## config.mk

```make
export PLATFORM = sky130hd
export DESIGN_NAME = bp_be_stride_detector
export DESIGN_NICKNAME = d
export VERILOG_FILES = /design/src/rtl/bp_be_stride_pkg.sv /design/src/rtl/bp_be_stride_table.sv /design/src/rtl/bp_be_stride_detector.sv
export SDC_FILE = /design/constraint.sdc
export NUM_CORES = 2
export LEC_CHECK = 0
export ABC_AREA = 1
export CORE_AREA = 2 2 215 428
export DETAILED_ROUTE_END_ITERATION = 7
export DIE_AREA = 0 0 217 430
export GPL_ROUTABILITY_DRIVEN = 0
export PLACE_DENSITY = 0.8
export RECOVER_POWER = 25
export SETUP_SLACK_MARGIN = 0.15
export SYNTH_ARGS = -nofsm -noshare
export SYNTH_HDL_FRONTEND = slang
export SYNTH_SLANG_ARGS = --single-unit
```

## constraint.sdc

```tcl
create_clock -name clk_i -period 45.2 [get_ports clk_i]
set_input_delay 9.04 -clock clk_i [delete_from_list [all_inputs] [get_ports clk_i]]
set_output_delay 9.04 -clock clk_i [all_outputs]
set_load 0.01 [all_outputs]
```

## src/rtl/bp_be_stride_pkg.sv

```systemverilog
// Shared types and defaults for the striding-load detector feeding the prefetch generator.
package bp_be_stride_pkg;

    typedef enum logic [0:0] {e_bp_default_cfg = 1'b0} bp_params_e;

    function automatic int bp_vaddr_width(input bp_params_e cfg);
        case (cfg)
            e_bp_default_cfg: return 39;
            default:          return 39;
        endcase
    endfunction

    localparam int vaddr_width_gp    = bp_vaddr_width(e_bp_default_cfg);
    localparam int entries_gp        = 16;
    localparam int tag_width_gp      = 10;
    localparam int stride_width_gp   = 8;
    localparam int loop_range_gp     = 8;
    localparam int conf_width_gp     = 2;
    localparam int conf_thresh_gp    = 2;
    localparam int prefetch_depth_gp = 16;
    localparam int cooldown_width_gp = $clog2(prefetch_depth_gp + 1);

    typedef struct packed {
        logic                         valid;
        logic [tag_width_gp-1:0]      tag;
        logic [vaddr_width_gp-1:0]    last_addr;
        logic [stride_width_gp-1:0]   stride;
        logic [conf_width_gp-1:0]     conf;
        logic [cooldown_width_gp-1:0] cooldown;
    } bp_be_stride_entry_s;

    typedef struct packed {
        logic [vaddr_width_gp-1:0]  pc;
        logic [vaddr_width_gp-1:0]  eff_addr;
        logic [stride_width_gp-1:0] stride;
        logic [loop_range_gp-1:0]   loop_counter;
    } bp_be_stride_req_s;

    // A delta is usable only if it is nonzero and sign-representable in the stride field.
    function automatic logic stride_fits(input logic [vaddr_width_gp-1:0] d);
        logic [vaddr_width_gp-stride_width_gp:0] upper;
        upper = d[vaddr_width_gp-1:stride_width_gp-1];
        return ((upper == {(vaddr_width_gp-stride_width_gp+1){1'b0}}) ||
                (upper == {(vaddr_width_gp-stride_width_gp+1){1'b1}})) &&
               (d != {vaddr_width_gp{1'b0}});
    endfunction

endpackage

```

## src/rtl/bp_be_stride_table.sv

```systemverilog
// Direct-mapped reference prediction table: per-PC last address, stride, confidence and cooldown.
module bp_be_stride_table
    import bp_be_stride_pkg::*;
#(
    parameter int entries_p        = entries_gp,
    parameter int tag_width_p      = tag_width_gp,
    parameter int stride_width_p   = stride_width_gp,
    parameter int conf_width_p     = conf_width_gp,
    parameter int prefetch_depth_p = prefetch_depth_gp,
    parameter int vaddr_width_p    = vaddr_width_gp,
    localparam int idx_width_lp    = $clog2(entries_p)
) (
    input  logic                               clk_i,
    input  logic                               reset_i,
    input  logic                               clear_i,
    input  logic                               v_i,
    input  logic [idx_width_lp+tag_width_p-1:0] pc_bits_i,
    input  logic [vaddr_width_p-1:0]           eff_addr_i,
    input  logic                               issue_i,
    output logic                               hit_o,
    output logic                               match_o,
    output logic [conf_width_p-1:0]            conf_o,
    output logic                               cooldown_zero_o,
    output logic [stride_width_p-1:0]          stride_o
);

    bp_be_stride_entry_s tbl_r [entries_p];
    bp_be_stride_entry_s rd_s;
    bp_be_stride_entry_s nxt_s;

    logic [idx_width_lp-1:0]  idx_s;
    logic [tag_width_p-1:0]   tag_s;
    logic [vaddr_width_p-1:0] diff_s;
    logic                     fits_s;
    logic                     hit_s;
    logic                     match_s;
    logic [conf_width_p-1:0]  conf_inc_s;

    assign idx_s      = pc_bits_i[idx_width_lp-1:0];
    assign tag_s      = pc_bits_i[idx_width_lp +: tag_width_p];
    assign rd_s       = tbl_r[idx_s];
    assign diff_s     = eff_addr_i - rd_s.last_addr;
    assign fits_s     = stride_fits(diff_s);
    assign hit_s      = rd_s.valid & (rd_s.tag == tag_s);
    assign match_s    = hit_s & fits_s & (diff_s[stride_width_p-1:0] == rd_s.stride);
    assign conf_inc_s = (rd_s.conf == {conf_width_p{1'b1}}) ? rd_s.conf
                                                           : rd_s.conf + conf_width_p'(1);

    // A clear in the same cycle wins, so the load is treated as never having been seen.
    assign hit_o           = v_i & ~clear_i & hit_s;
    assign match_o         = hit_o & match_s;
    assign conf_o          = conf_inc_s;
    assign cooldown_zero_o = (rd_s.cooldown == {cooldown_width_gp{1'b0}});
    assign stride_o        = rd_s.stride;

    // Next contents of the indexed entry for allocate, confirm or retrain.
    always_comb begin
        nxt_s           = rd_s;
        nxt_s.last_addr = eff_addr_i;
        if (!hit_s) begin
            nxt_s.valid    = 1'b1;
            nxt_s.tag      = tag_s;
            nxt_s.stride   = {stride_width_p{1'b0}};
            nxt_s.conf     = {conf_width_p{1'b0}};
            nxt_s.cooldown = {cooldown_width_gp{1'b0}};
        end else if (match_s) begin
            nxt_s.conf = conf_inc_s;
            if (issue_i) begin
                nxt_s.cooldown = cooldown_width_gp'(prefetch_depth_p);
            end else if (rd_s.cooldown != {cooldown_width_gp{1'b0}}) begin
                nxt_s.cooldown = rd_s.cooldown - cooldown_width_gp'(1);
            end else begin
                nxt_s.cooldown = rd_s.cooldown;
            end
        end else begin
            nxt_s.stride   = fits_s ? diff_s[stride_width_p-1:0] : {stride_width_p{1'b0}};
            nxt_s.conf     = {conf_width_p{1'b0}};
            nxt_s.cooldown = {cooldown_width_gp{1'b0}};
        end
    end

    // Table storage: async reset, synchronous invalidate, single-entry write per load.
    always_ff @(posedge clk_i or posedge reset_i) begin
        if (reset_i) begin
            for (int i = 0; i < entries_p; i++) begin
                tbl_r[i] <= '0;
            end
        end else if (clear_i) begin
            for (int i = 0; i < entries_p; i++) begin
                tbl_r[i].valid <= 1'b0;
            end
        end else if (v_i) begin
            tbl_r[idx_s] <= nxt_s;
        end else begin
            tbl_r[idx_s] <= tbl_r[idx_s];
        end
    end

endmodule

```

## src/rtl/bp_be_stride_detector.sv

```systemverilog
// Stride detector top: issue decision, single-entry output register and valid/ready_and handshake.
module bp_be_stride_detector
    import bp_be_stride_pkg::*;
#(
    parameter bp_params_e bp_params_p = e_bp_default_cfg,
    parameter int entries_p        = entries_gp,
    parameter int tag_width_p      = tag_width_gp,
    parameter int stride_width_p   = stride_width_gp,
    parameter int loop_range_p     = loop_range_gp,
    parameter int conf_width_p     = conf_width_gp,
    parameter int conf_thresh_p    = conf_thresh_gp,
    parameter int prefetch_depth_p = prefetch_depth_gp,
    localparam int vaddr_width_p   = bp_vaddr_width(bp_params_p),
    localparam int idx_width_lp    = $clog2(entries_p)
) (
    input  logic                      clk_i,
    input  logic                      reset_i,
    input  logic                      clear_i,
    input  logic                      v_i,
    input  logic [vaddr_width_p-1:0]  pc_i,
    input  logic [vaddr_width_p-1:0]  eff_addr_i,
    output logic                      v_o,
    input  logic                      ready_and_i,
    output logic [vaddr_width_p-1:0]  pc_o,
    output logic [vaddr_width_p-1:0]  eff_addr_o,
    output logic [stride_width_p-1:0] stride_o,
    output logic [loop_range_p-1:0]   loop_counter_o,
    output logic                      drop_o
);

    localparam logic [0:0] st_empty_lp = 1'b0;
    localparam logic [0:0] st_full_lp  = 1'b1;

    logic [0:0]                state_r, state_n;
    bp_be_stride_req_s         req_r, req_n;
    logic                      drop_r;
    logic                      hit_s, match_s, cooldown_zero_s;
    logic [conf_width_p-1:0]   conf_s;
    logic [stride_width_p-1:0] stride_s;
    logic                      issue_s, load_s, drop_s;

    bp_be_stride_table #(
        .entries_p       (entries_p),
        .tag_width_p     (tag_width_p),
        .stride_width_p  (stride_width_p),
        .conf_width_p    (conf_width_p),
        .prefetch_depth_p(prefetch_depth_p),
        .vaddr_width_p   (vaddr_width_p)
    ) table_u (
        .clk_i          (clk_i),
        .reset_i        (reset_i),
        .clear_i        (clear_i),
        .v_i            (v_i),
        .pc_bits_i      (pc_i[idx_width_lp+tag_width_p:1]),
        .eff_addr_i     (eff_addr_i),
        .issue_i        (issue_s),
        .hit_o          (hit_s),
        .match_o        (match_s),
        .conf_o         (conf_s),
        .cooldown_zero_o(cooldown_zero_s),
        .stride_o       (stride_s)
    );

    // The table still records the issue (cooldown) even when the request itself is dropped.
    assign issue_s = hit_s & match_s & cooldown_zero_s &
                     (conf_s >= conf_width_p'(conf_thresh_p));
    assign load_s  = issue_s & ((state_r == st_empty_lp) | ready_and_i);
    assign drop_s  = issue_s & (state_r == st_full_lp) & ~ready_and_i;

    // Output register occupancy.
    always_comb begin
        state_n = state_r;
        case (state_r)
            st_empty_lp: state_n = load_s ? st_full_lp : st_empty_lp;
            st_full_lp: begin
                if (load_s) begin
                    state_n = st_full_lp;
                end else if (ready_and_i) begin
                    state_n = st_empty_lp;
                end else begin
                    state_n = st_full_lp;
                end
            end
            default: state_n = st_empty_lp;
        endcase
    end

    // Request payload captured on load, otherwise held stable.
    always_comb begin
        req_n = req_r;
        if (load_s) begin
            req_n.pc           = pc_i;
            req_n.eff_addr     = eff_addr_i;
            req_n.stride       = stride_s;
            req_n.loop_counter = loop_range_p'(prefetch_depth_p);
        end else begin
            req_n = req_r;
        end
    end

    // Output state, payload and drop pulse registers.
    always_ff @(posedge clk_i or posedge reset_i) begin
        if (reset_i) begin
            state_r <= st_empty_lp;
            req_r   <= '0;
            drop_r  <= 1'b0;
        end else begin
            state_r <= state_n;
            req_r   <= req_n;
            drop_r  <= drop_s;
        end
    end

    assign v_o            = (state_r == st_full_lp);
    assign pc_o           = req_r.pc;
    assign eff_addr_o     = req_r.eff_addr;
    assign stride_o       = req_r.stride;
    assign loop_counter_o = req_r.loop_counter;
    assign drop_o         = drop_r;

endmodule

```

* After elaboration in Yosys (flattened, before gate mapping)
Cells that the tools add are included.
** Cells by class
- Reductions and logical operators :: 7
- Add/subtract/negate cells :: 3
- Bitwise gates (word level) :: 17
- Equality and inequality tests :: 4
- Magnitude comparators :: 3
- Multiplexer cells :: 36
** Operator list (number)
- 1040-bit bitwise mux :: 2
- 1040-bit two-way mux :: 1
- 65-bit binary-select mux with 4-bit select :: 1
- 65-bit demux with 4-bit select :: 1
- 65-bit two-way mux :: 3
- 39-bit nonzero test :: 1
- 39-bit subtractor :: 1
- 32-bit equality test (second input constant) :: 1
- 32-bit logical NOT :: 1
- 1-bit two-way mux :: 19
- 8-bit two-way mux :: 2
- 15-bit two-way mux :: 1
- 1-bit AND :: 12
- 11-bit two-way mux :: 1
- 10-bit equality test :: 1
- 5-bit two-way mux :: 2
- 8-bit equality test :: 1
- 7-bit two-way mux :: 1
- 5-bit greater-or-equal comparator (second input constant) :: 1
- 5-bit logical NOT :: 1
- 5-bit by 1-bit less-than comparator with 1-bit output (second input constant) :: 1
- 4-bit NOT with 5-bit output :: 1
- 5-bit nonzero test :: 1
- 5-bit by 1-bit subtractor with 5-bit output (second input constant) :: 1
- 9 further kinds :: 12
** Word-level totals
- Register bits :: 1129

* Logic depth before layout (Yosys ltp)
- Depth in word-level cells :: 20
- Mapped depth :: 39

* By module
A second synthesis with hierarchy kept.
** Unflattened totals
- Cells, all modules :: 6956
- Area, all modules :: 55325.6 um2
** Modules (own cells, without submodules)
- bp_be_stride_table :: instances 1, seq. area each 26025.0 um2, area each 51759.6 um2, cells an instance 6563
- bp_be_stride_detector :: instances 1, seq. area each 2227.1 um2, area each 3565.9 um2, cells an instance 393

* Worst setup path before layout
OpenSTA, ideal clock, no wires.
- Path type :: input to register
- Start :: input port pc_i[2]
- End :: register req_r, in the netlist eff_addr_o[10]
- Slack :: 31.427 ns
- Arrival time :: 13.643 ns
- Buffers on the path :: 9
- Stages :: 36
- Cell sequence :: buf_4 nand2_4 inv_2 buf_6 buf_6 buf_6 buf_2 clkbuf_1 a22oi_1 a21oi_1 or4_1 ha_1 fa_1 nor2_1 nand3_1 nand3_1 nand2_1 nand3_1 nand2_1 nand2_1 nand2_1 nand2_1 inv_1 nor2_1 nand2_1 nor2_1 nand2_1 nand2_1 nand3_1 nor2_2 nand3_1 buf_4 buf_6 buf_6 nand2_1 o21ai_1
** On the way
- Cells in the longest elaborated chain, start to end :: 15
** RTL lines
- start: declaration :: line bp_be_stride_detector.sv:20 : input logic [vaddr_width_p-1:0] pc_i,
- 4-bit NOT with 5-bit output (implied by the code) (*) :: line bp_be_stride_table.sv:41 : assign rd_s = tbl_r[idx_s];
- 65-bit binary-select mux with 4-bit select (*) :: line bp_be_stride_table.sv:41
- 65-bit two-way mux (implied by the code) (*) (2 in series) :: line bp_be_stride_table.sv:41
- 39-bit subtractor :: line bp_be_stride_table.sv:42 : assign diff_s = eff_addr_i - rd_s.last_addr;
- 32-bit equality test / 32-bit logical NOT (equally long branches) :: line bp_be_stride_pkg.sv:44, bp_be_stride_pkg.sv:43
- 1-bit logical OR :: line bp_be_stride_pkg.sv:43 : return ((upper == {(vaddr_width_gp-stride_width_gp+1){1'b0}}) ||
- 1-bit logical AND :: line bp_be_stride_pkg.sv:44 : (upper == {(vaddr_width_gp-stride_width_gp+1){1'b1}})) &&
- 1-bit AND (2 in series) :: line bp_be_stride_table.sv:45 : assign match_s = hit_s & fits_s & (diff_s[stride_width_p-1:0] == rd_s.stride);
- 1-bit AND :: line bp_be_stride_table.sv:51 : assign match_o = hit_o & match_s;
- 1-bit AND (2 in series) :: line bp_be_stride_detector.sv:65 : assign issue_s = hit_s & match_s & cooldown_zero_s &
- 1-bit AND (*) :: line bp_be_stride_detector.sv:65
- 1-bit AND (*) :: line bp_be_stride_detector.sv:67 : assign load_s = issue_s & ((state_r == st_empty_lp) | ready_and_i);
- end signal: assignment :: line bp_be_stride_detector.sv:109 : req_r <= req_n;
- end: declaration :: line bp_be_stride_detector.sv:35 : bp_be_stride_req_s req_r, req_n;
Every way passes the cells marked *; elsewhere a longest branch is shown, timed or not. The select of a mux whose other input is x is not followed.
A chain may end at the register's enable or synchronous reset.

==> summary by stage <==
Status
The flow ran to the end, but the final reports show violations. The checks that failed: max-capacitance violations, max-slew violations.

Placement
After legalization and detailed placement, the total HPWL measured 110000 um. The cell count after placement is 7812. The number of port buffers is 171. The cell area reported after detailed placement is 57000 um^2.

Logic synthesis
The most common cell in the synthesized netlist is sky130_fd_sc_hd__nand2_1. The leading register cell type out of synthesis is sky130_fd_sc_hd__dfrtp_1. The top cell type by total area after synthesis is sky130_fd_sc_hd__dfrtp_1. In the synthesized netlist, the number of instances is 6864. A synthesized cell averages 8.05 um^2. The number of synthesized flops with an enable pin is 0. Of all flip-flops after synthesis, the portion carrying an async set or reset was 1.00. During synthesis, Yosys emitted a total of 0 warnings.

Counting instances in the post-synthesis netlist gives the leading cell types as 2020 x sky130_fd_sc_hd__nand2_1, 1129 x sky130_fd_sc_hd__dfrtp_1, 782 x sky130_fd_sc_hd__o21ai_0. The sequential share of the synthesized area is 0.511. The area of the mapped netlist is 55200 um^2. After synthesis, the netlist uses 50 different library cells. The synthesized design contains 1129 register bits. Of the post-synthesis cell area, the dominant cell type holds 0.511.

Ranked by total cell area, the synthesized netlist is headed by sky130_fd_sc_hd__dfrtp_1 51%, sky130_fd_sc_hd__nand2_1 14%, sky130_fd_sc_hd__o21ai_0 7.1%.

CTS
The number of gates resized after cts is 0. The number of buffers on the longest clock path is 3. After clock tree synthesis, the clock-pin slew on the worst setup and hold paths is 0.06 ns. The clock buffer count from CTS is 98. The tree built by TritonCTS fans out to 1129 sinks. The clock latency on the worst-skew pair is 0.76 ns. The H-tree level count is 3. The tree is rooted in a sky130_fd_sc_hd__clkbuf_16. The total of hold buffers inserted after clock tree synthesis is 0. The number of setup buffers added after CTS is 0.

TritonCTS built the clock tree.

Critical path
The cell class contributing the biggest share of worst-path delay is buffers and inverters. For the worst setup path, the data required time is 43.67 ns. STA classifies the critical path startpoint as an input pin. The highest fanout seen on the critical path is 175.

On the worst path, the slowest cell contributes a delay of 6.64 ns. For the worst setup path, the data arrival time is 19.52 ns. The largest individual stage delay along the critical path comes from the cell sky130_fd_sc_hd__clkbuf_1. The buffer and inverter count on the worst path is 3. The critical path launch point is reset_i.

The critical path capture point type is an async pin. The signal on the critical path passes through dlygate4sd3_1 > clkinvlp_2 > clkbuf_1. In this run the critical register-to-register path is launched from table_u.tbl_r[818]. By startpoint and endpoint, the worst setup path is classified as input pin to async pin.

Routing
Detailed routing inserted a total of 51.0k vias. After detailed routing, the number of vias per cell comes to 6.37. The number of routed nets with antenna violations is 0. The number of violations reported at the end of detailed-routing iteration 0 is 6840. The average detailed-routed wire length per instance is 23.8 um.

The remaining design rule violation count is 0. The first-pass detailed-route iteration total is 6. Summed over all layers, the routed wires come to 191000 um.

Timing
Dividing the final minimum period by the clock period gives 0.466. The final max-slew violation count was 544. Setup repair after global routing left no endpoint under its margin. Counting I/O delays and the setup requirement, the final critical path takes 21.05 ns. In the final timing run, aggregate negative setup slack is 0 ns. Clock skew on the completed layout was measured at 0.0335 ns. The number of hold violations in the final report is 0. Based on the critical path, the design can be clocked at up to 47.5 MHz. For the pin with the worst max-slew slack, the measured transition is 9.41 ns. The final setup violation count is 0. The worst max-slew margin expressed relative to the limit is -5.27.

Die
The number of cell rows is 156. The chip width is 217 um. The die covers 93300 um^2.

The initial cell density of the core is 0.613. The number of top-level design ports is 179. The floorplan step defined a core boundary enclosing 90200 um^2.

The die is 430 um tall.

Global route
The initial antenna violation count came to 13. After global routing the overflow that remains totals 0. The first-pass GRT wire length is 291000 um. The number of global-route vias before repair is 49.6k. The pin count of the biggest net entering global routing is 176. The total global-route track usage is 0.411.

Min path
The hold path startpoint is table_u.tbl_r[845]. The path class of the tightest hold or removal check is flip-flop to flip-flop.

Layout
Excluding fillers, the count of instances in the completed layout stands at 7999. For this run, the post-layout net count is 6852. The share of post-route cells with drive strength above 1 is 0.0554. Relative to the synthesized area, the layout overhead comes to 9.32%. The final design instance area without fill is 60400 um^2.

Pwr
The power per unit of standard cell area is 45.7 nW/um^2. VDD sags by at most 0.0397 mV. The static leakage is 29.3 nW.

Flow run
The total of max-cap violations is 5.
-- worst min-delay path: stages, from the launching register on --
cell	delay (ns)
sky130_fd_sc_hd__dfrtp_1	0.34
sky130_fd_sc_hd__nand2_1	0.05
sky130_fd_sc_hd__nand2_1	0.05
-- logic make-up (layout without fill, tap and decap cells) --
kind of cell,Yosys count,count (layout),synth area share
buffers and inverters,1017,952,0.0763
DFF,1129,1129,0.511
other,1,16,0.0000679
AOI/OAI and AO/OA,1735,1735,0.185
muxes,1,1,0.000408
and+or+nand+nor,2929,2929,0.215
xor gates and xnor gates,10,10,0.00172
adders and majority gates,42,42,0.00965
-- final timing paths --
check                                      to  slack [ns]  cells past startpoint
min                        table_u.tbl_r[845]        0.48                      2
min in group asynchronous  table_u.tbl_r[980]       10.34                      2
max reg2reg                table_u.tbl_r[589]       38.53                     21
max                            eff_addr_o[27]       24.15                      3
max in group clk_i         table_u.tbl_r[589]       28.24                     33
min reg2reg                table_u.tbl_r[845]        0.48                      2
-- final cells by class --
cell class	instances	area, um^2
fill	7451	29800
multi-input combinational	4724	22900
clock inverter	46	609
sequential	1129	28300
antenna	9	22.5
clock buffer	132	2790
inverter	530	2040
tap	1185	1480
timing repair buffer	244	2310
-- registers in the layout, summed over array words and instances (netlist names) --
name	cells
drop_o	1
eff_addr_o	39
loop_counter_o	1
pc_o	39
stride_o	8
table_u.tbl_r	1040
v_o	1
-- cells in the final DEF, fill, tap and decap left out, types with 9 or more instances in the layout --
| cell type | instances |
|---|---|
| sky130_fd_sc_hd__nor3_1 | 18 |
| sky130_fd_sc_hd__inv_1 | 500 |
| sky130_fd_sc_hd__nor2_1 | 435 |
| sky130_fd_sc_hd__or4_1 | 38 |
| sky130_fd_sc_hd__nand3_1 | 293 |
| sky130_fd_sc_hd__buf_4 | 65 |
| sky130_fd_sc_hd__a22oi_1 | 464 |
| sky130_fd_sc_hd__nand4_1 | 44 |
| sky130_fd_sc_hd__o21ai_0 | 782 |
| sky130_fd_sc_hd__nor2_2 | 21 |
| sky130_fd_sc_hd__clkinv_2 | 19 |
| sky130_fd_sc_hd__inv_2 | 11 |
| sky130_fd_sc_hd__clkdlybuf4s50_1 | 85 |
| sky130_fd_sc_hd__clkbuf_16 | 99 |
| sky130_fd_sc_hd__diode_2 | 9 |
| sky130_fd_sc_hd__a21oi_2 | 32 |
| sky130_fd_sc_hd__clkbuf_1 | 17 |
| sky130_fd_sc_hd__ha_1 | 41 |
| sky130_fd_sc_hd__dlygate4sd3_1 | 85 |
| sky130_fd_sc_hd__inv_4 | 16 |
| sky130_fd_sc_hd__clkbuf_8 | 19 |
| sky130_fd_sc_hd__o21ai_1 | 98 |
| sky130_fd_sc_hd__o22ai_1 | 68 |
| sky130_fd_sc_hd__or2_2 | 17 |
| sky130_fd_sc_hd__nand2_1 | 2019 |
| sky130_fd_sc_hd__dfrtp_1 | 1129 |
| sky130_fd_sc_hd__a21oi_1 | 248 |
| sky130_fd_sc_hd__o31ai_1 | 17 |
| sky130_fd_sc_hd__nor2_4 | 12 |
| sky130_fd_sc_hd__bufinv_16 | 10 |
-- metal layers --
| metal | vias to the layer above | track usage | part of all wire | wire length, um |
|---|---|---|---|---|
| li1 | 22400 | - | - | - |
| met1 | 24300 | 0.464 | 0.33 | 62800 |
| met2 | 3205 | 0.645 | 0.46 | 87800 |
| met3 | 1137 | 0.105 | 0.11 | 20100 |
| met4 | 14 | 0.359 | 0.10 | 19800 |
| met5 | - | 0 | 0.00044 | 84 |
-- through the flow --
stage | total power [mW] | hold WS, ns | util | worst slack [ns]
finish | 2.76 | 0.480 | 0.670 | 24.15
CTS | 2.74 | 0.483 | 0.670 | 29.15
global placement | 1.82 | 0.451 | 0.632 | 28.49
detailed placement | 1.85 | 0.462 | 0.632 | 28.41
global route | 2.88 | 0.499 | 0.670 | 21.95
floorplan | 1.69 | 0.450 | - | 4.37
-- power breakdown --
part           internal (mW)  total (mW)  switching, mW  leakage (nW)
Sequential              1.19        1.29         0.0987          14.7
Combinational          0.183       0.566          0.383          13.0
Clock                  0.494       0.900          0.406          1.65
Note: power is estimated with default switching activity, not from simulation.
